## config.mk

```make
export PLATFORM = sky130hd
export DESIGN_NAME = sprite_scanline_scanner
export DESIGN_NICKNAME = d
export VERILOG_FILES = /design/src/rtl/sprite_scanline_scanner_pkg.sv /design/src/rtl/sprite_scanline_scanner_slot.sv /design/src/rtl/sprite_scanline_scanner.sv
export SDC_FILE = /design/constraint.sdc
export NUM_CORES = 1
export LEC_CHECK = 0
export BUFFER_PORTS_ARGS = -buffer_cell sky130_fd_sc_hd__buf_2
export CAP_MARGIN = 15
export CORE_MARGIN = 5
export CORE_UTILIZATION = 49
export CTS_CLUSTER_SIZE = 25
export DETAILED_ROUTE_END_ITERATION = 10
export GPL_TIMING_DRIVEN = 0
export PLACE_DENSITY = 0.69
export SYNTH_ARGS = -nofsm -noshare
export SYNTH_HDL_FRONTEND = slang
export SYNTH_SLANG_ARGS = --single-unit
```

## constraint.sdc

```tcl
create_clock -name clk_i -period 4.2 [get_ports clk_i]
set_clock_uncertainty 0.1 [all_clocks]
set_input_delay 0.42 -clock clk_i [delete_from_list [all_inputs] [get_ports clk_i]]
set_output_delay 0.42 -clock clk_i [all_outputs]
set_load 0.02 [all_outputs]
```

## src/rtl/sprite_scanline_scanner_pkg.sv

```systemverilog
// Shared definitions for the scanline sprite scanner: SAT field helpers,
// scanner state encoding and the per-slot record.
package sprite_scanline_scanner_pkg;

    localparam int SAT_W = 16;
    localparam int SPR_H = 16;

    typedef enum logic [1:0] {
        ST_IDLE = 2'd0,
        ST_SCAN = 2'd1,
        ST_DONE = 2'd2
    } scan_state_e;

    typedef struct packed {
        logic       valid;
        logic [7:0] x;
        logic [3:0] yofs;
    } slot_t;

    function automatic logic [7:0] sat_y(input logic [SAT_W-1:0] entry);
        return entry[15:8];
    endfunction

    function automatic logic [7:0] sat_x(input logic [SAT_W-1:0] entry);
        return entry[7:0];
    endfunction

    // Returns {hit, row}. The 9-bit wrap makes sprites below the target line
    // produce a large distance, so one unsigned compare covers both sides.
    function automatic logic [4:0] row_hit(input logic [8:0] tl, input logic [7:0] y);
        logic [8:0] d;
        d = tl - {1'b0, y};
        return {(d < 9'(SPR_H)), d[3:0]};
    endfunction

endpackage

```

## src/rtl/sprite_scanline_scanner_slot.sv

```systemverilog
// One renderer slot: shadow record filled during the scan, active record
// copied at the line commit, and the registered hstart compare.
module sprite_slot_reg
    import sprite_scanline_scanner_pkg::*;
(
    input  logic       clk_i,
    input  logic       reset_i,
    input  logic       shadow_clr_i,
    input  logic       shadow_ld_i,
    input  logic [7:0] x_i,
    input  logic [3:0] yofs_i,
    input  logic       commit_i,
    input  logic       commit_clr_i,
    input  logic [8:0] hpos_i,
    output logic       hstart_o,
    output logic [3:0] yofs_o,
    output logic       valid_o
);

    slot_t sh_q, sh_d;
    slot_t act_q, act_d;
    logic  hstart_q, hstart_d;

    always_comb begin
        sh_d     = sh_q;
        act_d    = act_q;
        hstart_d = act_q.valid && (hpos_i == {1'b0, act_q.x});
        if (shadow_clr_i) begin
            sh_d = '0;
        end else if (shadow_ld_i) begin
            sh_d.valid = 1'b1;
            sh_d.x     = x_i;
            sh_d.yofs  = yofs_i;
        end
        if (commit_i) begin
            act_d = sh_q;
        end else if (commit_clr_i) begin
            act_d = '0;
        end
    end

    always_ff @(posedge clk_i) begin
        if (!reset_i) begin
            sh_q     <= '0;
            act_q    <= '0;
            hstart_q <= 1'b0;
        end else begin
            sh_q     <= sh_d;
            act_q    <= act_d;
            hstart_q <= hstart_d;
        end
    end

    assign hstart_o = hstart_q;
    assign yofs_o   = act_q.yofs;
    assign valid_o  = act_q.valid;

endmodule

```

## src/rtl/sprite_scanline_scanner.sv

```systemverilog
// Per-scanline sprite selector: scans the SAT during hsync for the next line
// into shadow slots, then commits them to the active slots at hpos == 0.
module sprite_scanline_scanner
    import sprite_scanline_scanner_pkg::*;
#(
    parameter int NUM_SPRITES = 16,
    parameter int SLOTS       = 4,
    parameter int AW          = 4
) (
    input  logic                 clk_i,
    input  logic                 reset_i,
    input  logic [8:0]           hpos_i,
    input  logic [8:0]           vpos_i,
    input  logic                 hsync_i,
    output logic [AW-1:0]        sat_addr_o,
    input  logic [SAT_W-1:0]     sat_data_i,
    output logic [SLOTS-1:0]     slot_hstart_o,
    output logic [4*SLOTS-1:0]   slot_yofs_o,
    output logic [SLOTS-1:0]     slot_valid_o,
    output logic                 overflow_o,
    output logic                 busy_o,
    output logic [1:0]           state_o
);

    localparam int CW = $clog2(SLOTS + 1);

    scan_state_e state_q, state_d;

    logic          hsync_q;
    logic          start;
    logic          commit;
    logic [AW-1:0] addr_q, addr_d;
    logic          rd_vld_q, rd_vld_d;
    logic [8:0]    tl_q, tl_d;
    logic [CW-1:0] cnt_q, cnt_d;
    logic          sh_ovf_q, sh_ovf_d;
    logic          ovf_q, ovf_d;

    logic          launch;
    logic          issuing;
    logic          commit_copy;
    logic          commit_clr;
    logic [4:0]    hit_info;
    logic          hit;
    logic          full;
    logic          alloc;
    logic [SLOTS-1:0] ld_vec;
    logic [7:0]    entry_x;

    assign start  = hsync_i & ~hsync_q;
    assign commit = (hpos_i == 9'd0);

    // State register
    always_ff @(posedge clk_i) begin
        if (!reset_i) begin
            state_q <= ST_IDLE;
        end else begin
            state_q <= state_d;
        end
    end

    // Next-state logic; a start coinciding with the commit relaunches from DONE
    always_comb begin
        state_d = state_q;
        unique case (state_q)
            ST_IDLE: if (start) state_d = ST_SCAN;
            ST_SCAN: if (addr_q == AW'(NUM_SPRITES - 1)) state_d = ST_DONE;
            ST_DONE: if (commit) state_d = start ? ST_SCAN : ST_IDLE;
            default: state_d = ST_IDLE;
        endcase
    end

    // Output / control decode
    always_comb begin
        launch      = start && ((state_q == ST_IDLE) || ((state_q == ST_DONE) && commit));
        issuing     = (state_q == ST_SCAN);
        commit_copy = commit && (state_q == ST_DONE);
        commit_clr  = commit && (state_q != ST_DONE);
        busy_o      = (state_q == ST_SCAN);
        state_o     = state_q;
    end

    assign hit_info = row_hit(tl_q, sat_y(sat_data_i));
    assign entry_x  = sat_x(sat_data_i);
    assign hit      = rd_vld_q && hit_info[4];
    assign full     = (cnt_q >= CW'(SLOTS));
    assign alloc    = hit && !full;

    // Slots fill in SAT order: the hit count is the index of the next free slot
    always_comb begin
        ld_vec = '0;
        for (int k = 0; k < SLOTS; k++) begin
            ld_vec[k] = alloc && (cnt_q == CW'(k));
        end
    end

    always_comb begin
        addr_d   = issuing ? addr_q + AW'(1) : '0;
        rd_vld_d = issuing;
        tl_d     = launch ? vpos_i + 9'd1 : tl_q;
        cnt_d    = cnt_q;
        sh_ovf_d = sh_ovf_q;
        ovf_d    = ovf_q;
        if (launch) begin
            cnt_d    = '0;
            sh_ovf_d = 1'b0;
        end else if (alloc) begin
            cnt_d = cnt_q + CW'(1);
        end else if (hit) begin
            sh_ovf_d = 1'b1;
        end
        if (commit_copy) begin
            ovf_d = sh_ovf_q;
        end else if (commit_clr) begin
            ovf_d = 1'b1;
        end
    end

    always_ff @(posedge clk_i) begin
        if (!reset_i) begin
            hsync_q  <= 1'b0;
            addr_q   <= '0;
            rd_vld_q <= 1'b0;
            tl_q     <= '0;
            cnt_q    <= '0;
            sh_ovf_q <= 1'b0;
            ovf_q    <= 1'b0;
        end else begin
            hsync_q  <= hsync_i;
            addr_q   <= addr_d;
            rd_vld_q <= rd_vld_d;
            tl_q     <= tl_d;
            cnt_q    <= cnt_d;
            sh_ovf_q <= sh_ovf_d;
            ovf_q    <= ovf_d;
        end
    end

    assign sat_addr_o = addr_q;
    assign overflow_o = ovf_q;

    for (genvar k = 0; k < SLOTS; k++) begin : g_slot
        sprite_slot_reg u_slot (
            .clk_i        (clk_i),
            .reset_i      (reset_i),
            .shadow_clr_i (launch),
            .shadow_ld_i  (ld_vec[k]),
            .x_i          (entry_x),
            .yofs_i       (hit_info[3:0]),
            .commit_i     (commit_copy),
            .commit_clr_i (commit_clr),
            .hpos_i       (hpos_i),
            .hstart_o     (slot_hstart_o[k]),
            .yofs_o       (slot_yofs_o[4*k +: 4]),
            .valid_o      (slot_valid_o[k])
        );
    end

endmodule

```

-- Yosys cells after proc, flatten, opt, wreduce, memory -nomap -nowiden
Index checks and enable logic that the tools add are counted.
- $lt $le $gt $ge: 2
- mux-type cells: 12
- eq/ne operators: 14
- $add $sub $neg: 4
- bitwise operators: 4
- reduce and logical (&&, ||, !) cells: 23
- operators with widths (operator ; number):
    $mux W13 ; 5
    $eq A9 B8 Y1 ; 4
    $logic_and A1 B1 Y1 ; 13
    $add A9 B1 Y9 const B ; 1
    $logic_not A9 Y1 ; 1
    $lt A9 B5 Y1 const B ; 1
    $sub A9 B8 Y9 ; 1
    $eq A3 B2 Y1 const B ; 2
    $mux W2 ; 3
    $ne A2 B2 Y1 const B ; 3
    $pmux W2 S3 ; 1
    $add A4 B1 Y4 const B ; 1
    $eq A4 B4 Y1 const B ; 1
    $reduce_and A2 Y1 ; 2
    $add A3 B1 Y3 const B ; 1
    $eq A3 B1 Y1 const B ; 1
    $ge A3 B3 Y1 const B ; 1
    $logic_not A3 Y1 ; 1
    $mux W1 ; 3
    $not A1 Y1 ; 3
    $reduce_and A3 Y1 ; 1
    $eq A2 B1 Y1 const B ; 1
    $eq A2 B2 Y1 const B ; 1
    $logic_not A2 Y1 ; 1
    other kinds (6) ; 6
- logic and storage cells: 95
- input bits: 37
- output and inout bits: 32
- register bits after elaboration: 130

-- Logic depth before layout (Yosys ltp)
- word-level depth: 6
- gate-level depth with buffers: 11
- gate-level depth less buffers: 9

-- By module
A second synthesis with hierarchy kept.
- cells, all modules: 643
- area total of the unflattened synthesis: 6292.3 sq um
- by module, submodules not included (module ; area each (sq um) ; times used ; cells an instance ; sequential area each (sq um)):
    sprite_slot_reg ; 1194.9 ; 4 ; 117 ; 540.5
    sprite_scanline_scanner ; 1512.7 ; 1 ; 175 ; 440.4

-- Worst setup path after synthesis
OpenSTA, ideal clock, no wires.
- kind: in2reg
- start: input sat_data_i[8]
- end: register g_slot[3].u_slot.sh_q[2] in the netlist's numbering
- library setup time: 0.072 ns
- required time: 4.028 ns
- stages: 10
- buffers on the path: 2
- arrival time: 2.558 ns
- setup slack: 1.470 ns
- path through: ha_1 > fa_1 > nand2b_1 > a211oi_1 > o21ai_0 > a211oi_2 > and4_1 > buf_6 > buf_12 > mux2i_1
- cells in the longest elaborated chain, start to end: 5
- RTL lines (what ; RTL line ; RTL):
    from (decl) ; sprite_scanline_scanner.sv:16 ; input logic [SAT_W-1:0] sat_data_i,
    $sub A9 B8 Y9 * ; sprite_scanline_scanner_pkg.sv:32 ; d = tl - {1'b0, y};
    $lt A9 B5 Y1 ; sprite_scanline_scanner_pkg.sv:33 ; return {(d < 9'(SPR_H)), d[3:0]};
    $logic_and A1 B1 Y1 ; sprite_scanline_scanner.sv:85 ; assign hit = rd_vld_q && hit_info[4];
    $logic_and A1 B1 Y1 ; sprite_scanline_scanner.sv:87 ; assign alloc = hit && !full;
    $logic_and A1 B1 Y1 ; sprite_scanline_scanner.sv:93 ; ld_vec[k] = alloc && (cnt_q == CW'(k));
    to (signal assigned) ; sprite_scanline_scanner_slot.sv:44 ; sh_q <= '0;
    to (signal assigned) ; sprite_scanline_scanner_slot.sv:48 ; sh_q <= sh_d;
    to (decl) ; sprite_scanline_scanner_slot.sv:20 ; slot_t sh_q, sh_d;
Mark *: on every way between the ends. The rest lies on a longest branch, timed or not.
A chain may end at the register's enable or synchronous reset.

-- Final worst setup path
- start: register tl_q[0]
- end: register g_slot[3].u_slot.sh_q[6] in the netlist's numbering
- cells in the longest elaborated chain, start to end: 5
- RTL lines (what ; RTL line ; RTL):
    from (decl) ; sprite_scanline_scanner.sv:34 ; logic [8:0] tl_q, tl_d;
    from (signal assigned) ; sprite_scanline_scanner.sv:132 ; tl_q <= tl_d;
    $sub A9 B8 Y9 ; sprite_scanline_scanner_pkg.sv:32 ;
    $lt A9 B5 Y1 ; sprite_scanline_scanner_pkg.sv:33 ;
    $logic_and A1 B1 Y1 ; sprite_scanline_scanner.sv:85 ;
    $logic_and A1 B1 Y1 ; sprite_scanline_scanner.sv:87 ;
    $logic_and A1 B1 Y1 ; sprite_scanline_scanner.sv:93 ;
Every way passes these cells.

==> results_dict.tcl <==
set metrics [dict create \
    outcome "completed" \
    antenna_found_initial 0 \
    routedWlPerCell_um 16.6 \
    syn_nets 669 \
    clock_latency_ns 0.42 \
    synth_ff_type "dfxtp_1" \
    path_clk_slew_ns 0.06 \
    min_to "tl_q[0]$_SDFFE_PN0P_" \
    via_per_inst 5.39 \
    irDropWorstVdd_mv 0.282 \
    rows 39 \
    maxCapViolations 0 \
    yosysWarnings 0 \
    yosys-top-cells-area "dfxtp_1, mux2i_1, a22oi_1, nor2_1, nand2_1" \
    wl_um 14100 \
    min_from "vpos_i[0]" \
    layout-drive-gt1-share_pct 19.4 \
    placed_cell_area_mm2 0.00622 \
    hold_buffers 0 \
    rsz0062_at_grt "false" \
    worstPathRequired_ns 4.44 \
    first_iter_violations 336 \
    cp_max_fo 10 \
    r2r_end "g_slot[3].u_slot.sh_q[6]$_SDFFE_PP0P_" \
    yosys.area.top_type_share_pct 45.3 \
    synth_most_common_cell "dfxtp_1" \
    syn-instance-count 616 \
    cp-startpoint "tl_q[0]$_SDFFE_PN0P_" \
    synth-seq-cells 130 \
    tritoncts "done" \
    hp-class "input pin to flip-flop" \
    pin_count 69 \
    synth_top_cell_by_area "dfxtp_1" \
    coreArea_mm2 0.0115 \
    reg2reg_slack_ns 1.14 \
    ys_seq_area_share_pct 45.3 \
    setup.worst_path.start_class "flip-flop" \
    hold_path_depth 2 \
    synth_edf_count 0 \
    cts_resized 0 \
    fmax_mhz 327 \
    yosysUniqueCellTypes 47 \
    setup_tns_ns 0 \
    ctsRootBufferMaster "clkbuf_16" \
    syn_area_per_cell_um2 9.32 \
    nets 748 \
    min_period_ns 3.06 \
    groute.usage.overall_pct 20.3 \
    criticalPathCategory "flip-flop to flip-flop" \
    r2r-start "tl_q[0]$_SDFFE_PN0P_" \
    antenna_cells 0 \
    drc 0 \
    cts_max_level 4 \
    powerDensity_mw_per_mm2 440 \
    ff_latch_area_mm2 0.00260 \
    dieArea_mm2 0.0140 \
    multiInputGateArea_mm2 0.00268 \
    syn2layout_area_growth_pct 19.1 \
    slew-limit-headroom_pct 56.2 \
    dp_hpwl_um 10100 \
    leakagePower_nw 3.03 \
    gp_congestion 0.884 \
    critPathCaptureType "flip-flop" \
    finalCritPeriodShare_pct 72.9 \
    die_w_um 118 \
    cts_sinks 130 \
    grt_remaining_overflow 0 \
    final_area_mm2 0.00684 \
    numCtsBuffers 17 \
    grt_pass1_wl_um 22800 \
    grt_pass1_vias 4602 \
    synthTopCellsByCount "dfxtp_1, nor2_1, nand2_1, a22oi_1, mux2i_1" \
    initial_core_util_pct 50.0 \
    setup_violations 0 \
    worst_pin_slew_ns 0.655 \
    async_flop_share_pct 0 \
    grt_max_degree 17 \
    cts_max_path_buffers 2 \
    ant_nets 0 \
    portBuffers 60 \
    rr_worst_depth 11 \
    via_count 4583 \
    hold_violations 0 \
    post_cts_buffers 0 \
    drv_slew 0 \
    num-fill-cells 983 \
    critical_path_arrival_ns 3.30 \
    netlist_area_mm2 0.00574 \
    die_h_um 118 \
    firstDrtPassIters 5 \
]
-- worst max path at each step --
stage / end
6_report: g_slot[3].u_slot.sh_q[6]$_SDFFE_PP0P_
5_1_grt: g_slot[3].u_slot.sh_q[6]$_SDFFE_PP0P_
4_1_cts: g_slot[3].u_slot.sh_q[6]$_SDFFE_PP0P_
3_5_place_dp: g_slot[2].u_slot.sh_q[9]$_SDFFE_PP0P_
3_3_place_gp: g_slot[3].u_slot.sh_q[2]$_SDFFE_PP0P_
2_1_floorplan: g_slot[3].u_slot.sh_q[2]$_SDFFE_PP0P_
-- per-stage QoR --
step                      instances  power [mW]  util, %  hold WS [ns]  worst slack, ns
final                           851        3.01     59.6         0.118             1.14
after detailed placement        819        1.50     54.2         0.337             1.03
after global routing            851        3.10     59.6         0.122            0.910
after global placement          819        1.50     54.2         0.332             1.11
after floorplan                 616        1.43        -         0.324             1.47
after CTS                       851        3.01     59.6         0.110             1.18
-- kinds of logic after synthesis --
family	after synthesis	synth area share, %
fa+ha+maj	16	3.62
xor+xnor	43	6.56
mux	50	8.72
compound gates	97	12.9
flops	130	45.3
buf+inv	84	8.04
simple gates	196	14.8
-- power breakdown --
part | switching [mW] | total (mW) | internal [mW]
clock | 0.570 | 1.53 | 0.960
combinational | 0.147 | 0.225 | 0.0783
sequential | 0.00745 | 1.25 | 1.24
total | 0.724 | 3.01 | 2.28
-- per-layer routing --
layer / GRT usage [%] / part of all wire [%] / wire length (um) / vias up
li1: - / - / - / 2243
met1: 26.1 / 45 / 6340 / 2183
met2: 34.0 / 48 / 6750 / 135
met4: 5.45 / 1.8 / 248 / 0
met5: 0 / 0 / 0 / -
met3: 5.30 / 5.6 / 791 / 22
-- worst max-delay path, cell delays in order (launching register included) --
cell and delay [ns]:
dfxtp_1 0.32, inv_1 0.04, ha_1 0.19, fa_1 0.39
nand2b_1 0.21, a211oi_1 0.34, o21ai_0 0.19, a211oi_2 0.43
and4_1 0.27, buf_6 0.14, buf_12 0.15, mux2i_1 0.20
-- cell usage in the layout (no fill, tap or decap), drive strengths merged, types with 2 or more instances in the layout --
cell type / count
clkinv: 2
nand4: 7
nor3: 7
o21a: 3
a21boi: 4
a211oi: 11
a21oi: 8
nand2b: 4
nor2b: 2
nor3b: 2
nand3: 14
or3: 3
mux2i: 50
xnor2: 30
dfxtp: 130
ha: 15
clkinvlp: 3
o21ai: 5
inv: 25
bufinv: 3
nor4: 3
xor2: 13
o31a: 2
buf: 99
a22oi: 53
nor2: 80
a21o: 3
nand2: 71
clkbuf: 44
-- flip-flops by register name, indices dropped and copies added, names as in the netlist --
signal,flops
g_slot.u_slot.hstart_o,4
state_o,2
hsync_q,1
overflow_o,1
g_slot.u_slot.sh_q,52
g_slot.u_slot.valid_o,4
g_slot.u_slot.yofs_o,16
g_slot.u_slot.act_q,32
cnt_q,3
sat_addr_o,4
rd_vld_q,1
sh_ovf_q,1
tl_q,9
-- layout make-up --
type	count	share of cell area, %
plain buffers	64	5.66
well taps	143	2.62
multi-input cells	402	39.1
inverters	20	1.10
flip-flops and latches	130	38.1
repair buffers	60	4.39
clock inverters	13	2.54
clock buffers	19	6.48
No activity file was read; power rests on OpenSTA's default activity.
